## config.mk

```make
export PLATFORM = sky130hd
export DESIGN_NAME = sdram_read_arbiter
export DESIGN_NICKNAME = d
export VERILOG_FILES = /design/src/rtl/sdram_read_pkg.sv /design/src/rtl/rr_arbiter.sv /design/src/rtl/sdram_read_arbiter.sv
export SDC_FILE = /design/constraint.sdc
export NUM_CORES = 1
export LEC_CHECK = 0
export BUFFER_PORTS_ARGS = -buffer_cell sky130_fd_sc_hd__buf_2
export CAP_MARGIN = 20
export CORE_MARGIN = 1
export CORE_UTILIZATION = 45
export CTS_CLUSTER_SIZE = 10
export DETAILED_ROUTE_END_ITERATION = 16
export PLACE_DENSITY = 0.75
export SLEW_MARGIN = 0
export SYNTH_ARGS = -nofsm -noshare
export SYNTH_HDL_FRONTEND = slang
export SYNTH_SLANG_ARGS = --single-unit
```

## constraint.sdc

```tcl
create_clock -name clk -period 8.5 [get_ports clk]
set_input_delay 0 -clock clk [delete_from_list [all_inputs] [get_ports clk]]
set_output_delay 0 -clock clk [all_outputs]
set_load 0.005 [all_outputs]
```

## src/rtl/sdram_read_pkg.sv

```systemverilog
// Shared definitions for the SDRAM read arbiter.
//   state_t    : transfer FSM state encoding
//   DEF_*      : default parameter values for the arbiter
//   max_burst  : largest Avalon burst expressible with a given burstcount width
package sdram_read_pkg;

  typedef enum logic [1:0] {
    ST_IDLE = 2'd0,
    ST_CMD  = 2'd1,
    ST_DATA = 2'd2,
    ST_DONE = 2'd3
  } state_t;

  localparam int DEF_NUM_CH  = 3;
  localparam int DEF_DATA_W  = 64;
  localparam int DEF_ADDR_W  = 29;
  localparam int DEF_BURST_W = 8;
  localparam int DEF_LEN_W   = 16;

  // Avalon burstcount is 1-based with the top bit reserved for the maximum,
  // so a BURST_W-bit field carries bursts up to 2^(BURST_W-1) words.
  function automatic int max_burst(input int burst_w);
    return 1 << (burst_w - 1);
  endfunction

endpackage

```

## src/rtl/rr_arbiter.sv

```systemverilog
// Round-robin grant generator.
//   clk, reset_n : clock, asynchronous active-low reset
//   i_req        : per-channel request vector
//   i_advance    : accept the current grant; priority moves past the winner
//   o_grant      : one-hot grant (all zero when nothing requests)
module rr_arbiter #(
  parameter int NUM_CH = 3
) (
  input  logic              clk,
  input  logic              reset_n,
  input  logic [NUM_CH-1:0] i_req,
  input  logic              i_advance,
  output logic [NUM_CH-1:0] o_grant
);

  localparam int PTR_W = (NUM_CH > 1) ? $clog2(NUM_CH) : 1;

  // r_ptr is the channel holding highest priority on the next grant.
  logic [PTR_W-1:0] r_ptr;
  logic [PTR_W-1:0] w_next_ptr;

  always_comb begin
    logic [PTR_W-1:0] idx;
    logic             found;
    o_grant    = '0;
    w_next_ptr = r_ptr;
    found      = 1'b0;
    idx        = '0;
    for (int off = 0; off < NUM_CH; off++) begin
      idx = PTR_W'((int'(r_ptr) + off) % NUM_CH);
      if (!found && i_req[idx]) begin
        found        = 1'b1;
        o_grant[idx] = 1'b1;
        w_next_ptr   = PTR_W'((int'(idx) + 1) % NUM_CH);
      end
    end
  end

  always_ff @(posedge clk or negedge reset_n) begin
    if (!reset_n) begin
      r_ptr <= '0;
    end else if (i_advance && (|i_req)) begin
      r_ptr <= w_next_ptr;
    end
  end

endmodule

```

## src/rtl/sdram_read_arbiter.sv

```systemverilog
// Multi-channel read arbiter in front of an Avalon-MM burst read port.
// Channels request a (start address, length) transfer; the winner is split
// into bursts of at most MAX_BURST words, one burst outstanding at a time,
// and its data is returned on a shared bus qualified per channel.
//   clk, reset_n        : clock, asynchronous active-low reset
//   ch_req/addr/len     : per-channel transfer request, held until ch_ack
//   ch_ack              : one-cycle accept pulse
//   ch_rdata/ch_rvalid  : shared read data, one-hot beat qualifier
//   ch_done             : one-cycle completion pulse
//   busy                : transfer FSM not idle
//   avm_*               : Avalon-MM burst read master
module sdram_read_arbiter
  import sdram_read_pkg::*;
#(
  parameter int NUM_CH  = DEF_NUM_CH,
  parameter int DATA_W  = DEF_DATA_W,
  parameter int ADDR_W  = DEF_ADDR_W,
  parameter int BURST_W = DEF_BURST_W,
  parameter int LEN_W   = DEF_LEN_W
) (
  input  logic                     clk,
  input  logic                     reset_n,
  input  logic [NUM_CH-1:0]        ch_req,
  input  logic [NUM_CH*ADDR_W-1:0] ch_addr,
  input  logic [NUM_CH*LEN_W-1:0]  ch_len,
  output logic [NUM_CH-1:0]        ch_ack,
  output logic [DATA_W-1:0]        ch_rdata,
  output logic [NUM_CH-1:0]        ch_rvalid,
  output logic [NUM_CH-1:0]        ch_done,
  output logic                     busy,
  output logic [ADDR_W-1:0]        avm_address,
  output logic [BURST_W-1:0]       avm_burstcount,
  output logic                     avm_read,
  input  logic                     avm_waitrequest,
  input  logic [DATA_W-1:0]        avm_readdata,
  input  logic                     avm_readdatavalid
);

  localparam int MAX_BURST = max_burst(BURST_W);

  state_t              r_state, w_state_nxt;
  logic [NUM_CH-1:0]   r_gnt;      // one-hot owner of the current transfer
  logic [ADDR_W-1:0]   r_addr;     // address of the current/next burst
  logic [LEN_W-1:0]    r_remain;   // words still to be received
  logic [BURST_W-1:0]  r_bcnt;     // size of the current/next burst
  logic [BURST_W-1:0]  r_beats;    // beats left in the burst in flight
  logic [NUM_CH-1:0]   r_ack;
  logic [NUM_CH-1:0]   r_rvalid;
  logic [NUM_CH-1:0]   r_done;
  logic [DATA_W-1:0]   r_rdata;

  logic [NUM_CH-1:0]   w_grant;
  logic                w_advance;
  logic [ADDR_W-1:0]   w_sel_addr;
  logic [LEN_W-1:0]    w_sel_len;
  logic                w_last_beat;

  function automatic logic [BURST_W-1:0] burst_of(input logic [LEN_W-1:0] rem);
    if (32'(rem) >= 32'(MAX_BURST)) burst_of = BURST_W'(MAX_BURST);
    else                             burst_of = BURST_W'(rem);
  endfunction

  rr_arbiter #(
    .NUM_CH (NUM_CH)
  ) u_rr (
    .clk       (clk),
    .reset_n   (reset_n),
    .i_req     (ch_req),
    .i_advance (w_advance),
    .o_grant   (w_grant)
  );

  // Address/length of the channel the arbiter would grant this cycle.
  always_comb begin
    w_sel_addr = '0;
    w_sel_len  = '0;
    for (int i = 0; i < NUM_CH; i++) begin
      if (w_grant[i]) begin
        w_sel_addr = ch_addr[i*ADDR_W +: ADDR_W];
        w_sel_len  = ch_len[i*LEN_W +: LEN_W];
      end
    end
  end

  assign w_last_beat = avm_readdatavalid && (r_beats == BURST_W'(1));

  always_ff @(posedge clk or negedge reset_n) begin
    if (!reset_n) r_state <= ST_IDLE;
    else          r_state <= w_state_nxt;
  end

  always_comb begin
    w_state_nxt = r_state;
    w_advance   = 1'b0;
    case (r_state)
      ST_IDLE: begin
        if (|ch_req) begin
          w_advance   = 1'b1;
          // A zero-length transfer skips the bus entirely.
          w_state_nxt = (w_sel_len == '0) ? ST_DONE : ST_CMD;
        end
      end
      ST_CMD: begin
        if (!avm_waitrequest) w_state_nxt = ST_DATA;
      end
      ST_DATA: begin
        if (w_last_beat) begin
          w_state_nxt = (r_remain == LEN_W'(1)) ? ST_DONE : ST_CMD;
        end
      end
      ST_DONE: begin
        w_state_nxt = ST_IDLE;
      end
      default: begin
        w_state_nxt = ST_IDLE;
      end
    endcase
  end

  always_ff @(posedge clk or negedge reset_n) begin
    if (!reset_n) begin
      r_gnt    <= '0;
      r_addr   <= '0;
      r_remain <= '0;
      r_bcnt   <= '0;
      r_beats  <= '0;
      r_ack    <= '0;
      r_rvalid <= '0;
      r_done   <= '0;
      r_rdata  <= '0;
    end else begin
      r_ack    <= '0;
      r_rvalid <= '0;
      r_done   <= '0;
      case (r_state)
        ST_IDLE: begin
          if (|ch_req) begin
            r_ack    <= w_grant;
            r_gnt    <= w_grant;
            r_addr   <= w_sel_addr;
            r_remain <= w_sel_len;
            r_bcnt   <= burst_of(w_sel_len);
          end
        end
        ST_CMD: begin
          if (!avm_waitrequest) r_beats <= r_bcnt;
        end
        ST_DATA: begin
          if (avm_readdatavalid) begin
            r_rdata  <= avm_readdata;
            r_rvalid <= r_gnt;
            r_beats  <= r_beats - BURST_W'(1);
            r_remain <= r_remain - LEN_W'(1);
            // Set up the follow-on burst; address wraps modulo 2^ADDR_W.
            if (w_last_beat && (r_remain != LEN_W'(1))) begin
              r_addr <= r_addr + ADDR_W'(r_bcnt);
              r_bcnt <= burst_of(r_remain - LEN_W'(1));
            end
          end
        end
        ST_DONE: begin
          r_done <= r_gnt;
        end
        default: begin
        end
      endcase
    end
  end

  assign ch_ack         = r_ack;
  assign ch_rvalid      = r_rvalid;
  assign ch_done        = r_done;
  assign ch_rdata       = r_rdata;
  assign busy           = (r_state != ST_IDLE);
  assign avm_read       = (r_state == ST_CMD);
  assign avm_address    = r_addr;
  assign avm_burstcount = r_bcnt;

endmodule

```

==> results_dict.tcl <==
set metrics [dict create \
    area_growth_pct 39.9 \
    fin_area_sq_mm 0.0116 \
    yosys_warnings 0 \
    cts_hold_buf 99 \
    start_util_pct 46.0 \
    avgViaCountPerCell 5.89 \
    dp_hpwl_mm 19.5 \
    slew_violations 0 \
    layout_commonest_cell "buf_2" \
    clock_latency_ps 420 \
    gp_congestion 0.938 \
    place_ws_ps 4990 \
    synth.area.top_cells "dfrtp_1 (43%), mux2_2 (9.0%), a221o_1 (4.0%)" \
    clock_skew_ps 11.1 \
    dr_wl_met3_mm 2.01 \
    cts_made_buffers 17 \
    fin_crit_ps 3820 \
    cts_setup_buffers 0 \
    grt_max_degree 88 \
    cts_num_sinks 141 \
    num_vias 8685 \
    final_nets 1456 \
    final_cells 1475 \
    syn_nets 1073 \
    critPathRequiredTime_ps 8810 \
    syn_area_per_cell_sq_um 9.74 \
    cp_slowest_cell "dlygate4sd3_1" \
    drt_iter0_drc 799 \
    ys_ff_latch 141 \
    synth_top_area_cell "dfrtp_1" \
    die_w_um 138 \
    critPathArrivalTime_ps 4120 \
    h-tree-depth 4 \
    finalSetupTns_ps 0 \
    drt_wl_total_mm 28.7 \
    synthCells 849 \
    synth_area_sq_mm 0.00827 \
    leakage_nw 5.40 \
    final_cell_mix "buf_2 (316), dfrtp_1 (141), dlygate4sd3_1 (99)" \
    max_freq_ghz 0.262 \
    critPathKind "reg2reg" \
    status "finished, final reports clean" \
    cts-resized-gates 0 \
    drt-pass1-iter-count 5 \
    antenna_found_initial 1 \
    rows 49 \
    cap_violations 0 \
    ys_async_sr_fraction_pct 100 \
    synth_edf_count 0 \
    hold_viol 0 \
    finalSetupViolCount 0 \
    synthFlopType "dfrtp_1" \
    rsz0062_at_grt "no" \
    top_layer "met4" \
    fin_hold_ws_ps 11.1 \
    drc_errors 0 \
    grt_pass1_vias 8234 \
    dpl_cell_area_sq_mm 0.00997 \
    slew-limit-headroom_pct 36.0 \
    layout_setup_ws_ps 4680 \
    die_y_um 138 \
    cts-root-buf "clkbuf_16" \
    met2_length_mm 14.2 \
    clk_pin_slew_worst_paths_ps 60 \
    yosysTopAreaCellShare_pct 42.7 \
    core_sq_mm 0.0180 \
    path_buf_inv 3 \
    synth_cell_types 76 \
    drive_gt1_share_pct 36.0 \
    tightest_slew_ps 960 \
    cp-end-kind "flip-flop" \
    cp_slowest_stage_delay_ps 590 \
    finalCritPeriodShare_pct 44.9 \
    path_delay_family "buffers and inverters" \
    ant_nets 0 \
    design.die.area_sq_mm 0.0189 \
    crit_path_start_kind "flip-flop" \
    cts_tree "yes" \
    clk_path_buf_depth 2 \
    portBuffers 317 \
    dp.cells 1343 \
    crit_fanout 28 \
    cp_cell_sequence "inv_1 -> ha_1 -> nand4bb_1 -> a21oi_1 -> o21ai_1 -> nand2_1 -> buf_4 -> a221o_1 -> o211ai_1 -> dlygate4sd3_1 -> nand3_1" \
    io_pins 318 \
    overflow 0 \
    track_usage_pct 30.4 \
    grt_pass1_wl_mm 43.6 \
    power_density_mw_per_mm2 385 \
    fill_cells 1490 \
    irDropWorstVdd_mv 0.294 \
    wl_per_cell_um 19.4 \
    min-delay-path-class "in2reg" \
    ys_seq_area_share_pct 42.7 \
    wl_met1_mm 11.5 \
]
==> final timing paths <==
check	startpoint	endpoint	cells after the start	slack [ps]
max in group asynchronous	reset_n	ch_rdata[38]	3	7010
worst min register to register	ch_rdata[57]	ch_rdata[57]	1	500
worst max-delay path	u_rr.r_ptr[0]	avm_address[16]	11	4680
min in group asynchronous	reset_n	ch_rdata[41]	2	210
worst min-delay path	ch_addr[24]	avm_address[24]	4	10
worst max register to register	u_rr.r_ptr[0]	avm_address[16]	11	4680
==> final cells by class <==
| type | count | area [sq um] | share of cell area (%) |
|---|---|---|---|
| Antenna cell | 1 | 2.50 | 0.0216 |
| Clock buffer | 20 | 447 | 3.86 |
| Clock inverter | 12 | 159 | 1.37 |
| Inverter | 24 | 90.1 | 0.779 |
| Multi-Input combinational cell | 621 | 4390 | 37.9 |
| Sequential cell | 141 | 3530 | 30.5 |
| Tap cell | 229 | 287 | 2.48 |
| Timing Repair Buffer | 427 | 2670 | 23.1 |
==> flip-flops by register name, summed over array words and instances, names as in the netlist <==
| signal | cells |
|---|---|
| r_state | 2 |
| ch_ack | 3 |
| u_rr.r_ptr | 2 |
| r_gnt | 3 |
| avm_burstcount | 8 |
| ch_rdata | 64 |
| avm_address | 29 |
| ch_done | 3 |
| r_beats | 8 |
| r_remain | 16 |
| ch_rvalid | 3 |
==> synthesized netlist by cell type (all sizes together), types with 10 or more instances <==
master  instances
nor3           19
ha             17
a221oi         10
clkbuf         39
o21ai          75
a21oi          61
mux2           66
nand2          52
a31oi          14
inv            24
dfrtp         141
nor2           52
nand3          26
o211ai         29
a221o          33
a21o           14
buf            24
and3           15
==> kinds of logic (layout without fill, tap and decap cells) <==
| kind of cell | count (synthesis) | in the layout | share of synthesized area, % |
|---|---|---|---|
| xor+xnor | 10 | 10 | 1.06 |
| buf+inv | 87 | 483 | 4.40 |
| flops | 141 | 141 | 42.7 |
| simple gates | 223 | 223 | 14.3 |
| mux | 67 | 67 | 9.11 |
| compound gates | 301 | 301 | 25.4 |
| other cells | 0 | 1 | 0 |
| fa+ha+maj | 20 | 20 | 3.06 |
==> report_power, final <==
group | switching [mW] | internal (mW) | leakage [nW]
registers | 0.296 | 0.993 | 1.74
logic | 1.32 | 1.08 | 3.38
clock network | 0.301 | 0.473 | 0.292
==> routing by layer <==
layer | vias to the layer above | track usage (%)
met3 | 70 | 6.11
met1 | 4200 | 39.7
li1 | 3987 | -
met2 | 428 | 49.0
met5 | - | 0
met4 | 0 | 12.5
==> worst register-to-register path, cell delays in order (launching register included) <==
cell and delay (ps):
dfrtp_1 400, inv_1 100, ha_1 580, nand4bb_1 250, a21oi_1 120, o21ai_1 330, nand2_1 420, buf_4 380
a221o_1 380, o211ai_1 100, dlygate4sd3_1 590, nand3_1 60
==> per-stage QoR <==
stage	power, mW	utilization [%]
final	4.46	64.4
after CTS	4.42	64.4
after global placement	3.52	55.5
after global routing	4.77	64.4
after detailed placement	3.58	55.5
after floorplan	2.84	-
(Power assumes the default switching activity.)
